[config.mk]
export PLATFORM = sky130hd
export DESIGN_NAME = alu_arb_2r
export DESIGN_NICKNAME = d
export VERILOG_FILES = /design/src/rtl/alu_arb_2r.sv
export SDC_FILE = /design/constraint.sdc
export NUM_CORES = 1
export LEC_CHECK = 0
export ABC_AREA = 1
export CAP_MARGIN = 20
export CORE_UTILIZATION = 61
export CTS_CLUSTER_DIAMETER = 60
export DETAILED_ROUTE_END_ITERATION = 6
export PLACE_DENSITY = 0.81
export SYNTH_ARGS = -nofsm -noshare
export SYNTH_HDL_FRONTEND = slang
export SYNTH_SLANG_ARGS = --single-unit
[constraint.sdc]
create_clock -name clk -period 18.4 [get_ports clk]
set_input_delay 4.6 -clock clk [delete_from_list [all_inputs] [get_ports clk]]
set_output_delay 4.6 -clock clk [all_outputs]
set_load 0.005 [all_outputs]
[src/rtl/alu_arb_2r.sv]
// Two-requester ALU front end: round-robin grant on ties, one operation in
// flight, registered response held in RESP until the consumer takes it.
module alu_arb_2r (
    input  logic       clk,
    input  logic       rst_n,
    input  logic       r0_valid,
    input  logic       r1_valid,
    output logic       r0_ready,
    output logic       r1_ready,
    input  logic [3:0] r0_a,
    input  logic [3:0] r0_b,
    input  logic [3:0] r1_a,
    input  logic [3:0] r1_b,
    input  logic [3:0] r0_inst,
    input  logic [3:0] r1_inst,
    output logic       rsp_valid,
    input  logic       rsp_ready,
    output logic       rsp_id,
    output logic [3:0] rsp_data,
    output logic       rsp_err,
    output logic       busy
);

    typedef enum logic [1:0] {
        IDLE = 2'd0,
        EXEC = 2'd1,
        RESP = 2'd2
    } state_t;

    state_t     state;
    logic       last_grant;
    logic       grant_id;
    logic       accept;
    logic [3:0] op_a;
    logic [3:0] op_b;
    logic [3:0] op_inst;
    logic       op_id;
    logic [3:0] alu_data;
    logic       alu_err;

    // Unsigned power truncated to 4 bits; the loop bound covers every b.
    function automatic logic [3:0] pow4(input logic [3:0] base, input logic [3:0] exp_v);
        logic [3:0] acc;
        acc = 4'h1;
        for (int i = 0; i < 15; i++) begin
            if (i < int'(exp_v)) begin
                acc = 4'(acc * base);
            end
        end
        return acc;
    endfunction

    // Tie goes to whoever was not granted last; a lone requester always wins.
    always_comb begin
        // NOTE: every always_comb output gets a default first so no latch is inferred.
        grant_id = 1'b0;
        if (r0_valid && r1_valid) begin
            grant_id = ~last_grant;
        end else if (r1_valid) begin
            grant_id = 1'b1;
        end
    end

    assign accept   = rst_n && (state == IDLE) && (r0_valid || r1_valid);
    assign r0_ready = accept && !grant_id;
    assign r1_ready = accept && grant_id;
    assign busy     = (state != IDLE);

    always_comb begin
        alu_data = 4'h0;
        alu_err  = 1'b0;
        if (!op_inst[3]) begin
            unique case (op_inst[2:1])
                2'b00: alu_data = 4'h0;
                2'b01: alu_data = op_a & op_b;
                2'b10: alu_data = op_a | op_b;
                2'b11: alu_data = op_a ^ op_b;
                default: alu_data = 4'h0;
            endcase
            if (op_inst[0]) begin
                alu_data = (alu_data == 4'h0) ? 4'h1 : 4'h0;
            end
        end else begin
            unique case (op_inst[2:0])
                3'b000: alu_data = op_a + op_b;
                3'b001: alu_data = op_a - op_b;
                3'b010: alu_data = 4'(op_a * op_b);
                3'b011: begin
                    if (op_b == 4'h0) begin
                        alu_data = 4'hF;
                        alu_err  = 1'b1;
                    end else begin
                        alu_data = op_a / op_b;
                    end
                end
                3'b100: begin
                    if (op_b == 4'h0) begin
                        alu_data = 4'hF;
                        alu_err  = 1'b1;
                    end else begin
                        alu_data = op_a % op_b;
                    end
                end
                3'b101:  alu_data = pow4(op_a, op_b);
                default: alu_data = 4'h0;
            endcase
        end
    end

    always_ff @(posedge clk) begin
        // NOTE: sequential state uses non-blocking assignments only, so every
        // register sees the pre-edge value of every other register.
        if (!rst_n) begin
            state      <= IDLE;
            last_grant <= 1'b1;
            op_a       <= 4'h0;
            op_b       <= 4'h0;
            op_inst    <= 4'h0;
            op_id      <= 1'b0;
            rsp_valid  <= 1'b0;
            rsp_data   <= 4'h0;
            rsp_id     <= 1'b0;
            rsp_err    <= 1'b0;
        end else begin
            unique case (state)
                IDLE: begin
                    if (accept) begin
                        op_a       <= grant_id ? r1_a : r0_a;
                        op_b       <= grant_id ? r1_b : r0_b;
                        op_inst    <= grant_id ? r1_inst : r0_inst;
                        op_id      <= grant_id;
                        last_grant <= grant_id;
                        state      <= EXEC;
                    end
                end
                EXEC: begin
                    rsp_data  <= alu_data;
                    rsp_err   <= alu_err;
                    rsp_id    <= op_id;
                    rsp_valid <= 1'b1;
                    state     <= RESP;
                end
                RESP: begin
                    if (rsp_ready) begin
                        rsp_valid <= 1'b0;
                        state     <= IDLE;
                    end
                end
                default: begin
                    rsp_valid <= 1'b0;
                    state     <= IDLE;
                end
            endcase
        end
    end

endmodule

* Word level (Yosys, flattened, before mapping)
Index checks and enable logic that the tools add are counted.
Storage, ports and cells: register bits after elaboration 23, latch bits 0, memory bits (writable) 0, ROM bits 0, input port bits 29, output and inout port bits 10, logic and storage cells 142, memories 0
Cells by class: add/subtract/negate cells 2, multipliers 15, divide/modulo/power cells 2, order comparisons 15, equality and inequality tests 12, shift-type cells 0, muxes and demuxes 64, bitwise operators 5, reduce and logical (&&, ||, !) cells 17
Operators with widths (count):
- two-way mux 4 bit | 51
- multiplier 4 x 4 -> 4 bit | 15
- less-than comparator 4 bit, first input constant | 7
- one-hot mux 4 bit (6 select lines) | 1
- less-than comparator 3 x 4 -> 1 bit, first input constant | 4
- one-hot mux 4 bit (4 select lines) | 1
- zero test 4 bit | 2
- less-than comparator 1 x 4 -> 1 bit, first input constant | 2
- less-than comparator 2 x 4 -> 1 bit, first input constant | 2
- two-way mux 1 bit | 7
- == test 2 bit, second input constant | 3
- == test 3 x 2 -> 1 bit, second input constant | 2
- == test 3 bit, second input constant | 2
- one-hot mux 2 bit (3 select lines) | 1
- AND reduction 2 bit | 3
- logical AND 1 bit | 5
- adder 4 bit | 1
- AND 4 bit | 1
- divider 4 x 4 -> 4 bit | 1
- == test 2 x 1 -> 1 bit, second input constant | 2
- zero test 2 bit | 2
- modulo 4 x 4 -> 4 bit | 1
- two-way mux 2 bit | 2
- != test 2 bit, second input constant | 2
- 11 further kinds | 12

* Longest topological paths before layout
depth in word-level cells 60, depth in mapped cells 83

* Worst setup path after synthesis
No wires, ideal clock.
kind register to register, start point register op_b[1], end point register rsp_data[3], library setup time 0.122 ns, data arrival time 13.403 ns, data required time 18.278 ns, slack 4.875 ns, stages on the path, launching flop included 83, cell sequence dfxtp_1 > inv_2 > ha_1 > nand2_1 > nor2_1 > nor2_1 > nor2_1 > ha_1 > ha_1 > ha_1 > nand2_1 > a21oi_1 > ha_1 > ha_1 > inv_1 > nand2_1 > o21ai_0 > nor2_1 > [47 not listed] > nor2_1 > ha_1 > ha_1 > a21oi_1 > nor2_1 > ha_1 > o21bai_1 > nand2_1 > nand3_1 > a21o_1 > nand2_1 > inv_1 > nand2_1 > nand3_1 > nand2_1 > nand2_1 > nand2_1 > a21oi_2
On the way: word-level cells in the longest chain between the ends 60
RTL lines:
- start: declaration | RTL line 35 | logic [3:0] op_b;
- start signal: assignment | RTL line 129 | op_b <= grant_id ? r1_b : r0_b;
- less-than comparator 1 x 4 -> 1 bit | RTL line 46 | if (i < int'(exp_v)) begin
- two-way mux 4 bit | RTL line 46
- two-way mux 4 bit | RTL line 84 | unique case (op_inst[2:0])
- two-way mux 4 bit | RTL line 72 | if (!op_inst[3]) begin
- multiplier 4 x 4 -> 4 bit | RTL line 47 | acc = 4'(acc * base);
- two-way mux 4 bit | RTL line 46
- two-way mux 4 bit | RTL line 84
- two-way mux 4 bit | RTL line 72
- [44 not listed]
- multiplier 4 x 4 -> 4 bit | RTL line 47
- two-way mux 4 bit | RTL line 46
- two-way mux 4 bit | RTL line 84
- two-way mux 4 bit | RTL line 72
- multiplier 4 x 4 -> 4 bit | RTL line 47
- two-way mux 4 bit | RTL line 46
- one-hot mux 4 bit (6 select lines) * | RTL line 84
- two-way mux 4 bit * | RTL line 72
- end signal: assignment | RTL line 137 | rsp_data <= alu_data;
- end: declaration | RTL line 19 | output logic [3:0] rsp_data,
Mark *: on every way between the ends. The rest lies on a longest branch, timed or not. The select of a mux whose other input is x is not followed. A chain may end at the register's enable or synchronous reset.

* Worst setup path after layout
Ends and elaborated chain as after synthesis.

==> summary.md <==
| Metric | Value |
|---|---|
| Setup slack of the critical path after layout | around 3700 ps |
| Wire length of the first global-routing pass | 22,300 µm |
| Leak pwr | slightly below 3 nW |
| Launching point of the worst reg2reg path | op_b[1]$_SDFFE_PN0P_ |
| Post-synth top flop | dfxtp_1 |
| Post-detail-place hpwl | 10,500 µm |
| Skew final | 6.63 ps |
| Placeable core region | approximately 0.0083 mm² |
| Die width | 94.8 µm |
| Endpoint required time on the critical path | between 15,000 and 20,000 ps |
| Cell area after technology mapping | 0.00525 mm² |
| Warnings from Yosys | 0 |
| Adder-Cell Fraction of Synth Area | 21.3% |
| Global Route Usage Sum | between 30% and 40% |
| Ys async rst share | 0% |
| Cell occurring most often along the worst timing path | ha_1 |
| Worst vdd ir | ~0.062 mV |
| Area after DPL | 0.00564 mm² |
| Count of maximum capacitance violations | 0 |
| Number of top-level design ports | 39 |
| Number of antenna repair diodes | 0 |
| Worst reg2reg path endpoint | rsp_data[3]$_SDFFE_PN0P_ |
| Crit Path Category | flip-flop to flip-flop |
| Final setup violation count | 0 |
| CP startpoint kind | flip-flop |
| Residual DRC count | 0 |
| Unrepaired setup endpoints after global routing | false |
| Final #Nets | 993 |
| Portion of netlist area occupied by mux cells | 0% |
| CTS Sinks | 23 |
| Final design area excluding fillers | 0.00568 mm² |
| Fraction of the cycle the final worst path needs | 80.0% |
| Share of final-layout standard cells stronger than drive strength 1 | 8.91% |
| Drt total wl | 13,200 µm |
| Worst-case register-to-register setup slack | ~3700 ps |
| TritonCTS clock tree | done |
| Pin slew with the least headroom to its limit | 1010 ps |
| Layout overhead on the synthesized area | 8.30% |
| Clock edge transition at the registers on the reported setup and hold paths | approximately 80 ps |
| Compound-cell area share of the yosys netlist | 13.8% |
| WL per Instance | 13.5 µm |
| Hold Violations, Final | 0 |
| Clock tree buffer depth | 2 |
| Simple logic cell fraction of the synthesized area | between 40% and 50% |
| Critical path fanouts, max | 13 |
| Slowest stage cell on the critical path | dfxtp_1 |
| Clock latency on the worst-skew pair | 260 ps |
| Most instantiated library cell after synthesis | nand2_1 |
| CTS H-Tree Depth | 1 |
| Worst min path class | flip-flop to flip-flop |
| Max Transition Viols Final | 0 |
| First-iteration detailed-routing DRC count | 259 |
| Normalized max-slew margin | 32.8% |
| Area enclosed by the die boundary | 0.00898 mm² |
| Most common library cells after synthesis | 237 x nand2_1, 100 x nor2_1, 86 x ha_1 |
| Aggregate global routing overflow | 0 |
| Net count after synthesis | 968 |
| Area fraction of the dominant cell type after synthesis | 20.5% |
| Library cell occupying the most area in the post-synthesis netlist | ha_1 |
| Run status | complete, no violations |
| Crit. End Element | flip-flop |
| Count of distinct cell types in the synthesized netlist | 52 |
| Via count of the first global-routing pass | 5,171 |
| Main combinational cell family by area after synthesis | simple AND/OR/NAND/NOR gates |
| Mean instance size in the synthesized netlist | 6.17 µm² |
| Number of detailed-routing iterations run before antenna repair | 5 |
| Maximum achievable frequency | a little under 70 MHz |
| Post-layout min period | 14,720 ps |
| Clock Root Buffer | clkbuf_8 |
| Total power density per cell area | 54.4 mW/mm² |
| Hold Path Depth | 1 |
| Number of antenna violations at the first check in global routing | 0 |
| Count of input and output buffers | 38 |
| Depth of the worst register-to-register path | 81 |
| Crit path arrival time | 14,920 ps |
| Remaining number of nets flagged by the antenna check after routing | 0 |
| Row Count | 33 |
| Buffer count from post-CTS setup fixing | 0 |
| Worst hold endpoint | rsp_valid$_SDFFE_PN0P_ |
| Floorplan die height | roughly 95 µm |
| Synth Area in XOR/XNOR | under 10% |
| Portion of the post-synthesis area used by sequential elements | 8.77% |
| Number of enable flip-flop cells after synthesis | 0 |
| Total clock buffers created by CTS | 3 |
| Weighted congestion reported at the end of routability-driven placement | 0.930 |
| Cell types with the largest area share after synthesis | ha_1 21%, nand2_1 17%, dfxtp_1 8.8%, nor2_1 7.2%, nand3_1 6.2% |
| Placement Setup Slack | around 3800 ps |
| Critical path's largest stage delay | roughly 400 ps |
| Cells resized by post-CTS repair | 0 |
| Pin count of the biggest net entering global routing | 34 |
| Hold slack final | 484 ps |
| CTS Hold Buffers Added | 0 |
| DR vias | 5,534 |
| Post-DR vias/cell | between 5 and 6 |
| Min-delay src | state[1]$_SDFFE_PN0P_ |
| Post-Synthesis Cells | 851 |
| Seq cells post-synth | 23 |
| Total Negative Setup Slacks | 0 ps |
| Final core occ | 68.8% |
| Starting density of the core | 63.5% |
## final cells by class
class | instances | area, µm²
fillers | 750 | 2570
flip-flops and latches | 23 | 460
multi-input cells | 708 | 4260
repair buffers | 45 | 433
clock inverters | 1 | 5.00
inverters | 95 | 357
well taps | 105 | 131
clock buffers | 3 | 41.3
## worst max path at each step
| stage | from | end | cells past startpoint |
|---|---|---|---|
| floorplan | op_b[1]$_SDFFE_PN0P_ | rsp_data[3]$_SDFFE_PN0P_ | 82 |
| global placement | op_b[1]$_SDFFE_PN0P_ | rsp_data[3]$_SDFFE_PN0P_ | 81 |
| detailed placement | op_b[1]$_SDFFE_PN0P_ | rsp_data[3]$_SDFFE_PN0P_ | 81 |
| CTS | op_b[1]$_SDFFE_PN0P_ | rsp_data[3]$_SDFFE_PN0P_ | 81 |
| global route | op_b[1]$_SDFFE_PN0P_ | rsp_data[3]$_SDFFE_PN0P_ | 81 |
| finish | op_b[1]$_SDFFE_PN0P_ | rsp_data[3]$_SDFFE_PN0P_ | 81 |
## power by group
part           internal (mW)  switching [mW]  total (mW)  leakage [nW]
combinational         0.0802           0.139       0.219          2.72
clock                 0.0151          0.0157      0.0308        0.0255
sequential            0.0540         0.00532      0.0593         0.189
total                  0.149           0.160       0.309          2.94
## cell families (layout without fill, tap and decap cells)
kind of cell / count (synthesis) / count (layout)
AND/OR/NAND/NOR: 475 / 475
flip-flops: 23 / 23
XOR/XNOR: 33 / 33
adder cells (fa/ha/maj): 88 / 88
buffers and inverters: 120 / 144
AO/OA/AOI/OAI: 112 / 112
## state kept, by name (all words and copies together) (netlist names), 2 cells and up
name      cells
state         2
op_inst       4
op_a          4
rsp_data      4
op_b          4
## routing by layer
layer	share of wire, %	GRT usage, %	vias up
met5	0	0	-
met4	2.9	11.6	0
met3	5.8	1.45	35
met2	49	58.1	185
met1	43	35.8	2461
li1	-	-	2853
## stage by stage
stage	cells	power, mW
global placement	976	0.269
CTS	980	0.307
detailed placement	976	0.275
finish	980	0.309
floorplan	851	0.226
global route	980	0.342
## cells in the final DEF, fill, tap and decap left out, types with 10 or more instances in the layout
cell type | netlist | routed
clkdlybuf4s50_1 | 0 | 38
nand3_1 | 65 | 65
nand3b_1 | 10 | 10
o21ai_0 | 22 | 22
nand4_1 | 14 | 14
nand2_2 | 13 | 13
inv_2 | 12 | 12
inv_1 | 80 | 80
a21oi_1 | 35 | 35
nand2_1 | 237 | 237
ha_1 | 86 | 86
dfxtp_1 | 23 | 23
nor2_1 | 100 | 100
a31oi_1 | 15 | 15
xor2_1 | 23 | 23
## worst max-delay path: cells and delay by family (launching register included)
| family | cells | cell delay [ps] |
|---|---|---|
| flip-flops | 1 | 410 |
| buffers and inverters | 4 | 460 |
| AO/OA/AOI/OAI | 12 | 1690 |
| adder cells (fa/ha/maj) | 29 | 8160 |
| AND/OR/NAND/NOR | 36 | 3940 |
Note: power is estimated with default switching activity, not from simulation.
